===== config.mk =====
export PLATFORM = sky130hd
export DESIGN_NAME = bomb_placer_ctrl_flat
export DESIGN_NICKNAME = d
export VERILOG_FILES = /design/src/rtl/bomb_placer_ctrl_if.sv /design/src/rtl/bomb_placer_ctrl.sv /design/src/flat_wrapper.sv
export SDC_FILE = /design/constraint.sdc
export NUM_CORES = 1
export LEC_CHECK = 0
export ABC_AREA = 1
export CORE_UTILIZATION = 45
export CTS_BUF_LIST = sky130_fd_sc_hd__clkbuf_4
export CTS_CLUSTER_SIZE = 40
export DETAILED_ROUTE_END_ITERATION = 10
export PLACE_DENSITY = 0.66
export SLEW_MARGIN = 20
export SYNTH_ARGS = -nofsm -noshare
export SYNTH_HDL_FRONTEND = slang
export SYNTH_SLANG_ARGS = --single-unit

===== constraint.sdc =====
create_clock -name clk -period 5.1 [get_ports clk]
set_clock_uncertainty 0.2 [all_clocks]
set_input_delay 1.02 -clock clk [delete_from_list [all_inputs] [get_ports clk]]
set_output_delay 1.02 -clock clk [all_outputs]
set_load 0.02 [all_outputs]

===== src/rtl/bomb_placer_ctrl_if.sv =====
// Random-index handshake between the bomb placer (master) and the random source (slave).
interface bomb_placer_ctrl_if;
  logic       rand_req;
  logic       rand_valid;
  logic [5:0] rand_value;

  modport master (
    output rand_req,
    input  rand_valid,
    input  rand_value
  );

  modport slave (
    input  rand_req,
    output rand_valid,
    output rand_value
  );
endinterface


===== src/rtl/bomb_placer_ctrl.sv =====
// bomb_placer_ctrl: fills the minesweeper board with a requested number of unique bombs.
// Indices come from the random source over the rand_req/rand_valid handshake. An index is
// rejected if it is already a bomb or is the protected first-click cell. A run of
// consecutive rejects ends the fill early with a sticky error, so a bad random stream
// can never hang the game.
module bomb_placer_ctrl #(
  parameter int MAX_BOMBS   = 40,
  parameter int MAX_RETRIES = 255
) (
  input  logic               clk,
  input  logic               rst,
  input  logic               start,
  input  logic [5:0]         num_bombs,
  input  logic               safe_en,
  input  logic [5:0]         safe_cell,
  bomb_placer_ctrl_if.master rnd,
  output logic               busy,
  output logic               done,
  output logic               error,
  output logic [63:0]        bomb_map,
  output logic [5:0]         bombs_placed
);

  localparam logic [5:0] BOMB_CLAMP  = 6'(MAX_BOMBS);
  localparam logic [7:0] RETRY_LIMIT = 8'(MAX_RETRIES);

  typedef enum logic [1:0] {
    IDLE,
    REQ,
    CHECK,
    DONE
  } state_t;

  state_t     state;
  logic [5:0] target;
  logic       safe_en_q;
  logic [5:0] safe_cell_q;
  logic [5:0] idx_q;
  logic [7:0] retry_cnt;

  logic [5:0] clamped_target;
  logic       is_reject;
  logic [7:0] retry_next;
  logic [5:0] placed_next;

  // Limit the requested bomb count to what the board is allowed to hold.
  always_comb begin
    clamped_target = (num_bombs > BOMB_CLAMP) ? BOMB_CLAMP : num_bombs;
  end

  // Decide whether the captured index is usable and precompute the counter increments.
  always_comb begin
    is_reject   = bomb_map[idx_q] || (safe_en_q && (idx_q == safe_cell_q));
    retry_next  = retry_cnt + 8'd1;
    placed_next = bombs_placed + 6'd1;
  end

  // Placement sequencer; outputs are registered alongside the state so they are glitch-free.
  always_ff @(posedge clk or negedge rst) begin
    if (!rst) begin
      state        <= IDLE;
      target       <= '0;
      safe_en_q    <= 1'b0;
      safe_cell_q  <= '0;
      idx_q        <= '0;
      retry_cnt    <= '0;
      rnd.rand_req <= 1'b0;
      busy         <= 1'b0;
      done         <= 1'b0;
      error        <= 1'b0;
      bomb_map     <= '0;
      bombs_placed <= '0;
    end else begin
      done <= 1'b0;
      case (state)
        IDLE: begin
          if (start) begin
            target       <= clamped_target;
            safe_en_q    <= safe_en;
            safe_cell_q  <= safe_cell;
            bomb_map     <= '0;
            bombs_placed <= '0;
            retry_cnt    <= '0;
            error        <= 1'b0;
            if (clamped_target == 6'd0) begin
              state <= DONE;
              done  <= 1'b1;
            end else begin
              state        <= REQ;
              rnd.rand_req <= 1'b1;
              busy         <= 1'b1;
            end
          end
        end

        REQ: begin
          if (rnd.rand_valid) begin
            idx_q        <= rnd.rand_value;
            rnd.rand_req <= 1'b0;
            state        <= CHECK;
          end
        end

        CHECK: begin
          if (is_reject) begin
            retry_cnt <= retry_next;
            if (retry_next == RETRY_LIMIT) begin
              error <= 1'b1;
              busy  <= 1'b0;
              done  <= 1'b1;
              state <= DONE;
            end else begin
              rnd.rand_req <= 1'b1;
              state        <= REQ;
            end
          end else begin
            bomb_map[idx_q] <= 1'b1;
            bombs_placed    <= placed_next;
            retry_cnt       <= '0;
            if (placed_next == target) begin
              busy  <= 1'b0;
              done  <= 1'b1;
              state <= DONE;
            end else begin
              rnd.rand_req <= 1'b1;
              state        <= REQ;
            end
          end
        end

        DONE: begin
          state <= IDLE;
        end

        default: begin
          state        <= IDLE;
          rnd.rand_req <= 1'b0;
          busy         <= 1'b0;
        end
      endcase
    end
  end

endmodule

===== src/flat_wrapper.sv =====
// flat-port wrapper written by rule: the top's interface ports become plain ports
module bomb_placer_ctrl_flat 
#(
  parameter int MAX_BOMBS   = 40,
  parameter int MAX_RETRIES = 255
)
  (clk, rst, start, num_bombs, safe_en, safe_cell, busy, done, error, bomb_map, bombs_placed, rnd_rand_req, rnd_rand_valid, rnd_rand_value);
  bomb_placer_ctrl_if rnd_i ();
  input  logic clk;
  input  logic rst;
  input  logic start;
  input  logic [5:0] num_bombs;
  input  logic safe_en;
  input  logic [5:0] safe_cell;
  output logic busy;
  output logic done;
  output logic error;
  output logic [63:0] bomb_map;
  output logic [5:0] bombs_placed;
  output wire logic [$bits(rnd_i.rand_req)-1:0] rnd_rand_req;
  input wire logic [$bits(rnd_i.rand_valid)-1:0] rnd_rand_valid;
  input wire logic [$bits(rnd_i.rand_value)-1:0] rnd_rand_value;
  assign rnd_rand_req = rnd_i.rand_req;
  assign rnd_i.rand_valid = rnd_rand_valid;
  assign rnd_i.rand_value = rnd_rand_value;
  bomb_placer_ctrl #(.MAX_BOMBS(MAX_BOMBS), .MAX_RETRIES(MAX_RETRIES)) u_core (.clk(clk), .rst(rst), .start(start), .num_bombs(num_bombs), .safe_en(safe_en), .safe_cell(safe_cell), .rnd(rnd_i), .busy(busy), .done(done), .error(error), .bomb_map(bomb_map), .bombs_placed(bombs_placed));
endmodule

# == After elaboration in Yosys (flattened, before gate mapping) ==
# Index checks and enable logic that the tools add are counted.
# totals
reg_bits,103
inputBits,23
wordCells,91
# op_classes
add_sub_neg,2
order_cmp,3
n_eq_ne,16
mux,42
bitwise_logic,1
reduce_logical,15
# ops
operator,n
two-way mux 64 bit,2
case mux 64 bit (2 select lines),1
bitwise OR 64 bit,1
two-way mux 1 bit,19
two-way mux 6 bit,3
two-way mux 8 bit,2
case mux 8 bit (2 select lines),1
== test 6 bit,2
two-way mux 2 bit,6
case mux 6 bit (2 select lines),1
"adder 8 x 1 -> 8 bit, second input constant",1
"== test 8 bit, second input constant",1
"inequality test 2 bit, second input constant",4
case mux 2 bit (4 select lines),1
AND reduction 2 bit,4
"< comparator 6 x 7 -> 1 bit, second input constant",1
"adder 6 x 1 -> 6 bit, second input constant",1
binary-select mux 1 bit (select 6 bit),1
demux 1 bit (select 6 bit),1
"greater-or-equal comparator 6 x 1 -> 1 bit, second input constant",1
"greater-than comparator 6 bit, second input constant",1
zero test 6 bit,1
"inequality test 3 bit, second input constant",2
case mux 1 bit (2 select lines),3
15 further kinds,18

# == Depth between registers and ports, before layout ==
# logic_depth
depth_word,7
mapped_depth,17
mapped_depth_nobuf,15

# == Least setup slack after synthesis ==
# Ideal clock, no wire load.
# synth_timing
kind,input to register
from,input start
to,register u_core.bomb_map[35]
setup_time_ns,0.143
arrival_time_ns,2.117
required_time_ns,4.757
slack_ns,2.640
stages,7
path_buffers,2
path_cell_list,or2_2 -> nand2_1 -> inv_1 -> buf_2 -> buf_2 -> nand3_1 -> a22oi_1
# synth_via
elab_chain_len,2
# synth_rtl
item,line,source
start: declaration,flat_wrapper.sv:11,input logic start;
inequality test 2 bit (no line),-,
AND reduction 3 bit (no line),-,
end signal: assignment,bomb_placer_ctrl.sv:71,bomb_map <= '0;
end signal: assignment,bomb_placer_ctrl.sv:81,bomb_map <= '0;
end signal: indexed assignment,bomb_placer_ctrl.sv:117,bomb_map[idx_q] <= 1'b1;
end: declaration,bomb_placer_ctrl.sv:20,"output logic [63:0] bomb_map,"
# No other way between the ends.
# A chain may end at the register's enable or synchronous reset.

# == Final worst setup path ==
# layout_timing
from,register u_core.idx_q[1]
to,register u_core.bomb_map[9]
# layout_via
elab_chain_len,7
word_cells_on_any_way,15
# layout_rtl
item,line,source
start: declaration,bomb_placer_ctrl.sv:38,logic [5:0] idx_q;
start signal: assignment,bomb_placer_ctrl.sv:98,idx_q <= rnd.rand_value;
< comparator 6 x 7 -> 1 bit (not written as such) or greater-or-equal comparator 6 x 1 -> 1 bit (tied branches),bomb_placer_ctrl.sv:117,
logical AND 1 bit (not written as such),bomb_placer_ctrl.sv:117,
two-way mux 1 bit (not written as such),bomb_placer_ctrl.sv:117,
demux 1 bit (select 6 bit),-,
bitwise OR 64 bit (no line),-,
two-way mux 64 bit,bomb_placer_ctrl.sv:105,if (is_reject) begin
case mux 64 bit (2 select lines),bomb_placer_ctrl.sv:75,case (state)
# Several ways; a longest one is shown, not always the timed one. The select of a mux whose other input is x is not followed.

==> impl_metrics.env <==
export IMPL_clockBufferDepth=2
export IMPL_p_total_w=0.00322
export IMPL_wl_um=17000
export IMPL_die_h_um=118
export IMPL_post_cts_repair_setup_buffers=0
export IMPL_root_buffer="clkbuf_4"
export IMPL_fin_area_um2=7150
export IMPL_tns_ps=0
export IMPL_firstDrtPassIters=8
export IMPL_crit_end="u_core.bomb_map[9]$_DFFE_PN0P_"
export IMPL_yosysWarnings=0
export IMPL_p_per_area_nw_per_um2=450
export IMPL_ys_top_cells_by_area="dfrtp_1 42%, nand2_1 15%, nor2_1 6.2%"
export IMPL_p_leak_nw=3.27
export IMPL_synthDistinctLibCells=32
export IMPL_cap_violations=0
export IMPL_vias=5858
export IMPL_avgRoutedWirePerCell_um=15.9
export IMPL_dpl_instance_area_um2=7040
export IMPL_synth_edf_count=0
export IMPL_grt_pass1_wl_um=28300
export IMPL_required_ps=5300
export IMPL_gr_total_overflow=0
export IMPL_reg2regPathDepth=12
export IMPL_async_flop_share=1.00
export IMPL_grt_max_degree=83
export IMPL_ant_nets=0
export IMPL_ctsResizeCount=0
export IMPL_slew_headroom=0.384
export IMPL_coreArea_um2=13200
export IMPL_crit_fanout=82
export IMPL_antenna_found_initial=0
export IMPL_finalSetupViolCount=0
export IMPL_synth_avg_cell_area_um2=7.41
export IMPL_viasPerCell=5.45
export IMPL_fp_dieW_um=118
export IMPL_crit_arrival_ps=3490
export IMPL_synth_nets=850
export IMPL_start_util=0.461
export IMPL_rows=42
export IMPL_io_buffers=96
export IMPL_netlist_instances=821
export IMPL_io_pin_count=97
export IMPL_finalCriticalPeriod_ps=3290
export IMPL_clock_sinks=103
export IMPL_status="finished clean"
export IMPL_holdCritPathClass="flop to flop"
export IMPL_grt_use_total=0.258
export IMPL_crit_start="u_core.idx_q[1]$_DFFE_PN0P_"
export IMPL_seq_area_frac_synth=0.424
export IMPL_synthToLayoutAreaGrowth_pct=17.6
export IMPL_r2r_start="u_core.idx_q[1]$_DFFE_PN0P_"
export IMPL_grt_pass1_vias=5572
export IMPL_fin_crit_sh=0.645
export IMPL_cts_hold_buf=0
export IMPL_yosys_cell_count_top_type="nand2_1"
export IMPL_hpwl_um=11400
export IMPL_synth_top_area_frac=0.424
export IMPL_cts_tree="built"
export IMPL_ys_seq_elements=103
export IMPL_crit_type="flop to flop"
export IMPL_pre_cts_ws_ps=1720
export IMPL_synth_area_um2=6080
export IMPL_regToRegSetupSlack_ps=1810
export IMPL_rsz0062_at_grt="false"
export IMPL_yosysTopAreaCell="dfrtp_1"
export IMPL_cp_end_kind="flop"
export IMPL_htreeDepth=3
export IMPL_setup_slack_ps=1810
export IMPL_max_freq_ghz=0.304
export IMPL_antenna_cells=0
export IMPL_yosys_top_cells_count="240 x nand2_1, 103 x dfrtp_1, 100 x nor2_1"
export IMPL_finalWeightedCongestion=0.895
export IMPL_cts_buffers=9
export IMPL_drv_slew=0
export IMPL_path_clk_slew_ps=150
export IMPL_worst_slew_pin_slew_ps=924
export IMPL_r2r_end="u_core.bomb_map[9]$_DFFE_PN0P_"
export IMPL_drive_gt1_frac=0.0779
export IMPL_nFillCells=1293
export IMPL_start_kind="flop"
export IMPL_irDropWorstVdd_mv=0.321
export IMPL_die_area_um2=14000
export IMPL_drc=0
export IMPL_drtIter0Drc=658
export IMPL_synth_ff_type="dfrtp_1"
export IMPL_clkLatencyLatePin_ps=470
export IMPL_hold_violations=0
export IMPL_final_net_count=924
flip-flops by register name (all words and copies together), names as in the netlist:
register,flops
u_core.idx_q,6
u_core.bomb_map,64
u_core.safe_en_q,1
u_core.bombs_placed,6
u_core.safe_cell_q,6
u_core.done,1
u_core.busy,1
u_core.target,6
u_core.error,1
u_core.rnd.rand_req,1
u_core.retry_cnt,8
u_core.state,2
cell usage in the layout (no fill, tap or decap), drive strengths merged, types with 5 or more instances in the layout:
master and count:
nor2 104, clkdlybuf4s50 95, o22ai 5, a22oi 26
nand4 8, nand3 61, buf 7, nand2 242
clkbuf 13, a21oi 9, inv 78, dfrtp 103
xor2 5, ha 6, o21ai 109, nor3 13
worst min-delay path by stage:
stage / start / to / cells after the start
after global routing: u_core.rnd.rand_req$_DFFE_PN0P_ / u_core.rnd.rand_req$_DFFE_PN0P_ / 2
after floorplan: u_core.target[2]$_DFFE_PN0P_ / u_core.target[2]$_DFFE_PN0P_ / 2
after detailed placement: u_core.rnd.rand_req$_DFFE_PN0P_ / u_core.rnd.rand_req$_DFFE_PN0P_ / 2
after CTS: u_core.rnd.rand_req$_DFFE_PN0P_ / u_core.rnd.rand_req$_DFFE_PN0P_ / 2
final: u_core.rnd.rand_req$_DFFE_PN0P_ / u_core.rnd.rand_req$_DFFE_PN0P_ / 2
after global placement: u_core.rnd.rand_req$_DFFE_PN0P_ / u_core.rnd.rand_req$_DFFE_PN0P_ / 2
report_power, final:
| group | switching (W) | total (W) | leakage, nW | internal, W |
|---|---|---|---|---|
| Sequential | 0.000149 | 0.00113 | 1.38 | 0.000978 |
| Combinational | 0.00123 | 0.00171 | 1.82 | 0.000474 |
| Clock | 0.000266 | 0.000384 | 0.0653 | 0.000118 |
kinds of logic after synthesis:
| family | synth area share |
|---|---|
| xor gates and xnor gates | 0.0101 |
| buffers and inverters | 0.0926 |
| AOI/OAI and AO/OA | 0.166 |
| and+or+nand+nor | 0.295 |
| DFF | 0.424 |
| adders and majority gates | 0.0123 |
area by class of cell:
cell class	instances	area [µm²]	share of cell area
Multi-Input combinational cell	599	2940	0.411
Sequential cell	103	2580	0.361
Timing Repair Buffer	102	1000	0.140
Inverter	80	300	0.0420
Tap cell	176	220	0.0308
Clock buffer	13	97.6	0.0137
Clock inverter	2	8.76	0.00123
critical path, stage by stage, from the launching register on:
cell and delay, ps:
dfrtp_1 760, inv_2 250, nor2_2 350, nand3_1 130, nand2_1 130, o21ai_0 100, nand2_1 100, nor2_1 70
nand3_4 140, nand2_8 180, nand2_8 470, nand2_1 160, o21ai_2 90
per-stage QoR:
stage / util / hold WS [ps] / cells
after floorplan: - / 269 / 821
after global placement: 0.534 / 259 / 1060
after detailed placement: 0.534 / 261 / 1060
after CTS: 0.542 / 298 / 1075
after global routing: 0.542 / 336 / 1075
final: 0.542 / 297 / 1075
routing by layer:
layer / vias up / routed length, µm / track usage
met2: 230 / 7910 / 0.411
met4: 0 / 390 / 0.100
met5: - / 0 / 0
li1: 2818 / - / -
met3: 29 / 1030 / 0.0376
met1: 2781 / 7710 / 0.354
Power figures use the tool's default switching activity.
